File: src/rtl/mul_iter_pkg.sv
// Shared types and constants for the iterative 32-bit multiplier.
// Latency: n/a (declarations only).
// Backpressure: n/a (declarations only).
package mul_iter_pkg;

  // Control states: waiting for operands, iterating, holding the product.
  typedef enum logic [1:0] {IDLE, CALC, DONE} mul_state_t;

  // One shift-add step per multiplier bit.
  localparam int NITER = 32;

  // Counter wide enough to index every iteration.
  localparam int CNT_W = $clog2(NITER);

  // Count value seen on the final iteration.
  localparam logic [CNT_W-1:0] LAST_CNT = CNT_W'(NITER - 1);

endpackage

File: src/rtl/mul_iter_32b_alu.sv
// Single-cycle 32-bit ALU: op=0 add (wraps mod 2^32), op=1 equality compare.
// Latency: combinational.
// Backpressure: none; no handshake.
module ALU_32b (
  input  logic [31:0] in0,
  input  logic [31:0] in1,
  input  logic        op,
  output logic [31:0] out
);

  // Add by default; equality result lands in bit 0 when op is set.
  always_comb begin
    out = in0 + in1;
    if (op) begin
      out = {31'd0, (in0 == in1)};
    end
  end

endmodule

File: src/rtl/mul_iter_32b.sv
// Iterative shift-add multiplier returning the low 32 bits of in0*in1.
// Latency: 32 CALC edges (EARLY_EXIT=0) or 1 + msb index of in1 (EARLY_EXIT=1).
// Backpressure: request accepted only in IDLE; product held stable in DONE until ostream_rdy.
module mul_iter_32b
  import mul_iter_pkg::*;
#(
  parameter bit EARLY_EXIT = 1'b0
) (
  input  logic        clk,
  input  logic        reset,
  input  logic        istream_val,
  output logic        istream_rdy,
  input  logic [31:0] istream_in0,
  input  logic [31:0] istream_in1,
  output logic        ostream_val,
  input  logic        ostream_rdy,
  output logic [31:0] ostream_out
);

  mul_state_t       state;
  mul_state_t       state_nxt;

  logic [31:0]      a_reg;
  logic [31:0]      b_reg;
  logic [31:0]      acc;
  logic [31:0]      alu_out;
  logic [CNT_W-1:0] count;
  logic             last_iter;
  logic             accept;

  // The early-exit test looks at the multiplier after this edge's shift.
  assign last_iter = (count == LAST_CNT) ||
                     (EARLY_EXIT && (b_reg[31:1] == 31'd0));

  // Operands are captured only on a real handshake, so idle-time X never enters state.
  assign accept = (state == IDLE) && istream_val;

  // Accumulation goes through the shared ALU in add mode.
  ALU_32b u_alu (
    .in0 (acc),
    .in1 (a_reg),
    .op  (1'b0),
    .out (alu_out)
  );

  // State register.
  always_ff @(posedge clk) begin
    if (reset) begin
      state <= IDLE;
    end else begin
      state <= state_nxt;
    end
  end

  // Next-state and handshake outputs.
  always_comb begin
    state_nxt   = state;
    istream_rdy = 1'b0;
    ostream_val = 1'b0;
    case (state)
      IDLE: begin
        istream_rdy = 1'b1;
        if (istream_val) begin
          state_nxt = CALC;
        end
      end
      CALC: begin
        if (last_iter) begin
          state_nxt = DONE;
        end
      end
      DONE: begin
        ostream_val = 1'b1;
        if (ostream_rdy) begin
          state_nxt = IDLE;
        end
      end
      default: begin
        state_nxt = IDLE;
      end
    endcase
  end

  // Datapath: load on accept, one shift-add step per CALC edge, hold otherwise.
  always_ff @(posedge clk) begin
    if (reset) begin
      a_reg <= 32'd0;
      b_reg <= 32'd0;
      acc   <= 32'd0;
      count <= '0;
    end else if (accept) begin
      a_reg <= istream_in0;
      b_reg <= istream_in1;
      acc   <= 32'd0;
      count <= '0;
    end else if (state == CALC) begin
      if (b_reg[0]) begin
        acc <= alu_out;
      end
      a_reg <= {a_reg[30:0], 1'b0};
      b_reg <= {1'b0, b_reg[31:1]};
      count <= count + CNT_W'(1);
    end
  end

  // The product is whatever the accumulator holds; zero right after a clear.
  assign ostream_out = acc;

endmodule
File: config.mk
export PLATFORM = sky130hd
export DESIGN_NAME = mul_iter_32b
export DESIGN_NICKNAME = d
export VERILOG_FILES = /design/src/rtl/mul_iter_pkg.sv /design/src/rtl/mul_iter_32b_alu.sv /design/src/rtl/mul_iter_32b.sv
export SDC_FILE = /design/constraint.sdc
export NUM_CORES = 1
export LEC_CHECK = 0
export CAP_MARGIN = 20
export CORE_MARGIN = 3
export CORE_UTILIZATION = 30
export DETAILED_ROUTE_END_ITERATION = 10
export PLACE_DENSITY_LB_ADDON = 0.25
export SETUP_SLACK_MARGIN = 0.4
export SLEW_MARGIN = 5
export SYNTH_ARGS = -nofsm -noshare
export SYNTH_HDL_FRONTEND = slang
export SYNTH_HIERARCHICAL = 1
export SYNTH_SLANG_ARGS = --single-unit
File: constraint.sdc
create_clock -name clk -period 5.1 [get_ports clk]
set_input_delay 0.765 -clock clk [delete_from_list [all_inputs] [get_ports clk]]
set_output_delay 0.765 -clock clk [all_outputs]
set_load 0.01 [all_outputs]
=== Word level (Yosys, flattened, before mapping) ===
Cells that the tools add are included.

* Register bits after elaboration: 103
* Bits in latches: 0
* Bits in writable memories: 0
* Memory bits (read-only): 0
* Output and inout port bits: 34
* Logic and storage cells: 29
* Memories kept: 0

* $add $sub $neg: 2
* Multiply operators: 0
* Divide/modulo/power cells: 0
* $lt $le $gt $ge: 0
* Equal/unequal tests: 6
* Shifts and indexed selects: 0
* Muxes and demuxes: 10
* Bitwise operators: 0
* Reduce and logical (&&, ||, !) cells: 6

{| class="wikitable"
|+ Operators by type and width
! operator !! number
|-
| $mux W32 || 4
|-
| $add A32 B32 Y32 || 1
|-
| $mux W2 || 3
|-
| $ne A2 B2 Y1 const B || 3
|-
| $pmux W2 S3 || 1
|-
| $add A5 B1 Y5 const B || 1
|-
| $eq A5 B5 Y1 const B || 1
|-
| $reduce_and A3 Y1 || 1
|-
| $eq A2 B1 Y1 const B || 1
|-
| $eq A2 B2 Y1 const B || 1
|-
| $logic_not A2 Y1 || 1
|-
| $mux W1 || 2
|-
| $reduce_and A2 Y1 || 1
|-
| $reduce_bool A2 Y1 || 1
|-
| $reduce_or A2 Y1 || 1
|-
| $logic_and A1 B1 Y1 || 1
|}

=== Logic depth before layout (Yosys ltp) ===
* Depth in word-level cells: 3
* Mapped depth: 12

=== Modules after synthesis ===
The synthesis kept the hierarchy.

{| class="wikitable"
|+ Modules (own cells, without submodules)
! module !! instances !! cells each !! area an instance (µm²) !! seq. area each (µm²)
|-
| mul_iter_32b || 1 || 567 || 4,664.5 || 2,062.0
|-
| ALU_32b || 1 || 316 || 2,102.0 || 0.0
|}

=== Worst setup path before layout ===
OpenSTA, ideal clock, no wires.

* Path type: register -> register
* Start point: register acc[0] (netlist: ostream_out[0])
* End point: register acc[30] (netlist: ostream_out[30])
* Data arrival time: 2.343 ns
* Required time: 4.984 ns
* Slack: 2.642 ns
* Cell stages (with the launch flop): 13
* Path buffers: 0
* Cells stage by stage: dfxtp_1 ha_1 inv_1 fa_1 and2b_1 o211ai_1 a21oi_1 a21oi_2 o21ai_1 a21oi_1 mux2_2 nand2_1 a21oi_1

* Word-level cells in the longest chain between the ends: 1

{| class="wikitable"
|+ RTL lines
! item !! RTL line !! text
|-
| start: declaration || mul_iter_32b.sv:25 || <nowiki>logic [31:0] acc;</nowiki>
|-
| start signal: assignment || mul_iter_32b.sv:98 || <nowiki>acc <= alu_out;</nowiki>
|-
| $add A32 B32 Y32 || mul_iter_32b_alu.sv:13 || <nowiki>out = in0 + in1;</nowiki>
|-
| net alu_out[30] || mul_iter_32b.sv:26 || <nowiki>logic [31:0] alu_out;</nowiki>
|}

The timed path passes the listed nets, and every way through them passes these cells.
A chain may end at the register's enable or synchronous reset.

=== Worst setup path after layout ===
* Start point: register state[1]
* End point: output port ostream_val

* Word-level cells in the longest chain between the ends: 2

{| class="wikitable"
|+ RTL lines
! item !! RTL line !! text
|-
| start: declaration || mul_iter_32b.sv:20 || <nowiki>mul_state_t state;</nowiki>
|-
| start signal: assignment || mul_iter_32b.sv:51 || <nowiki>state <= state_nxt;</nowiki>
|-
| $eq A2 B2 Y1 || mul_iter_32b.sv:60 || <nowiki>case (state)</nowiki>
|-
| $mux W1 || mul_iter_32b.sv:60 ||
|-
| end: declaration || mul_iter_32b.sv:15 || <nowiki>output logic ostream_val,</nowiki>
|}

No other way between the ends.

==> results.toml <==
[clock_tree]
clock_latency_ns = 0.36
holdBufCountCts = 0
cts_tree = "yes"
cts_resized = 0
clk_pin_slew_ns = 0.07
clock-sinks = 103
numCtsBuffers = 9
cts_setup_buffers = 0
clock_path_buffers = 2
h-tree-depth = 3
root_buffer = "clkbuf_16"

[synthesis]
synth_cell_types = 65
syn_area_um2 = 6770
synth_commonest_cells = "a21oi_1, nand2_1, nor2_1"
synth_most_common_cell = "a21oi_1"
synthTopCellsByArea = "dfxtp_1, a21oi_1, nand2_1, ha_1, nor2_1"
seq_area_frac_synth_pct = 30.5
synth_edf_count = 0
async_flop_share_pct = 0
avgSynthCellArea_um2 = 7.66
syn_inst = 883
yosysWarnings = 6
synth_top_area_cell = "dfxtp_1"
ys_seq_elements = 103
yosys_most_used_dff = "dfxtp_1"
synth_top_area_share_pct = 30.5

[grt]
grt_first_pass_wirelength_um = 31800
grt_use_total_pct = 16.1
grt_pass1_vias = 5952
antenna_found_initial = 0
grt_max_degree = 67
gr-total-overflow = 0

[floorplanning]
dieArea_um2 = 24400
num_io_pins = 102
die_h_um = 156
core_area_um2 = 22000
start_util_pct = 30.7
num_rows = 54
die_w_um = 156

[timing]
grt_setup_unrepaired = "false"
setup_viol = 0
finalCritPeriodShare_pct = 55.9
whs_ns = 0.468
clock.fmax_ghz = 0.351
fin_tns_setup_ns = 0
hold_viol = 0
fin_worst_skew_ns = 0.00383
drv_slew = 0
tightest_slew_ns = 0.923
period_minus_slack_ns = 2.85
maxSlewHeadroom_pct = 38.5

[place]
gp_congestion = 0.921
post-dp-hpwl_um = 14000
dpl.cell_count = 1211
io_buffers = 101

[routing]
drt-pass1-iter-count = 5
via_per_inst = 5.08
num_vias = 6234
drc = 0
ant_nets = 0
drt_iter0_markers = 457
wl_per_cell_um = 16.2
drt-total-wl_um = 19900

[power]
max-vdd-ir-drop_v = 0.000173
power_leakage_nw = 2.98
p_per_area_nw_per_um2 = 252

[flow_run]
maxCapViolations = 0

[critical_path]
r2r_cells = 12
critical_path_class = "reg -> out"
crit_fanout = 23
rrSetupSlack_ns = 2.28
endpoint_kind = "output port"
r2r_start = "ostream_out[0]"
reg2reg_to = "ostream_out[30]"
cpLargestDelayFamily = "flip-flops"
path_cells = "nor2b_1 > clkdlybuf4s50_1"
crit_buf_inv = 1
cp-start-kind = "register"
cp.arrival_ns = 2.08
cp_slowest_cell = "dfxtp_1"
cp_data_required_time_ns = 4.34
cpPeakStageDelay_ns = 0.90

[worst_hold_path]
min_path_cells = 2
min_from = "count[4]"
hold_end = "count[4]"
min_path_type = "reg -> reg"

[layout]
antenna_cells = 0
syn_to_final_growth_pct = 20.3
fin_nets = 1044
fin_cells = 1227
drive_gt1_share_pct = 11.4

[status]
status = "finished clean"
-- area by class of cell --
type / count / area, um^2
multi-input cells: 705 / 4290
well taps: 280 / 350
clock buffers: 11 / 253
inverters: 12 / 45.0
repair buffers: 111 / 1080
flip-flops and latches: 103 / 2060
clock inverters: 5 / 61.3
fillers: 2382 / 13900
-- how the worst max path moves through the flow --
stage	cells past startpoint	from	endpoint	slack, ns
final	2	state[1]	ostream_val	2.25
after global placement	6	istream_val	count[2]	1.98
after floorplan	12	ostream_out[0]	ostream_out[30]	2.64
after CTS	2	state[1]	ostream_val	2.23
after global routing	12	a_reg[0]	ostream_out[30]	2.00
after detailed placement	6	istream_val	count[2]	1.94
-- kinds of logic (layout without fill, tap and decap cells) --
| kind of cell | count (synthesis) | count (layout) | synth area share (%) |
|---|---|---|---|
| AOI/OAI and AO/OA | 241 | 241 | 24.0 |
| xor gates and xnor gates | 22 | 22 | 2.85 |
| adders and majority gates | 34 | 34 | 6.40 |
| buffers and inverters | 79 | 139 | 6.43 |
| DFF | 103 | 103 | 30.5 |
| muxes | 5 | 5 | 0.832 |
| other | 1 | 5 | 0.0554 |
| and+or+nand+nor | 398 | 398 | 28.9 |
-- metrics by stage --
| stage | utilization [%] | cell area, um^2 | setup slack [ns] | power, mW |
|---|---|---|---|---|
| after CTS | 37.0 | 8140 | 2.23 | 2.08 |
| after floorplan | - | 6780 | 2.64 | 1.20 |
| after global placement | 35.5 | 7830 | 1.98 | 1.32 |
| final | 37.0 | 8140 | 2.25 | 2.05 |
| after detailed placement | 35.5 | 7830 | 1.94 | 1.33 |
| after global routing | 37.0 | 8140 | 2.00 | 2.15 |
-- tightest hold or removal path: stages, from the launching register on --
cell	delay, ns
dfxtp_1	0.31
nand2_1	0.06
a21oi_1	0.05
-- cell usage in the layout (no fill, tap or decap), types with 3 or more instances in the layout --
master,netlist,final
a211oi_1,9,9
a211oi_2,31,31
a21o_1,14,14
a21oi_1,130,130
a31oi_1,3,3
and2_1,3,3
and3_1,5,5
buf_4,4,10
clkbuf_16,0,9
clkdlybuf4s50_1,0,100
conb_1,1,5
dfxtp_1,103,102
ha_1,33,33
inv_1,12,12
inv_6,0,3
mux2_2,4,4
nand2_1,127,127
nand2b_1,34,34
nand3_1,16,16
nand4_1,5,5
nor2_1,105,105
nor2b_1,8,7
nor3_1,38,38
nor4_1,8,8
o211ai_1,3,3
o21a_1,5,5
o21ai_0,22,22
o21ai_1,4,4
or3_1,3,3
or3b_1,4,4
or3b_2,27,27
xnor2_1,12,12
xor2_1,10,10
-- routing by layer --
layer	track usage (%)	vias to the layer above	wire length [um]
met4	4.71	0	304
met1	22.5	2885	9740
met5	0	-	0
met3	2.80	13	793
met2	25.4	131	9090
li1	-	3205	-
-- where the power goes --
group | internal [mW] | leakage (nW) | total [mW] | switching (mW)
registers | 0.855 | 0.846 | 0.902 | 0.0465
clock network | 0.413 | 0.157 | 0.746 | 0.334
logic | 0.183 | 1.98 | 0.407 | 0.223
total | 1.45 | 2.98 | 2.05 | 0.604
Note: power is estimated with default switching activity, not from simulation.
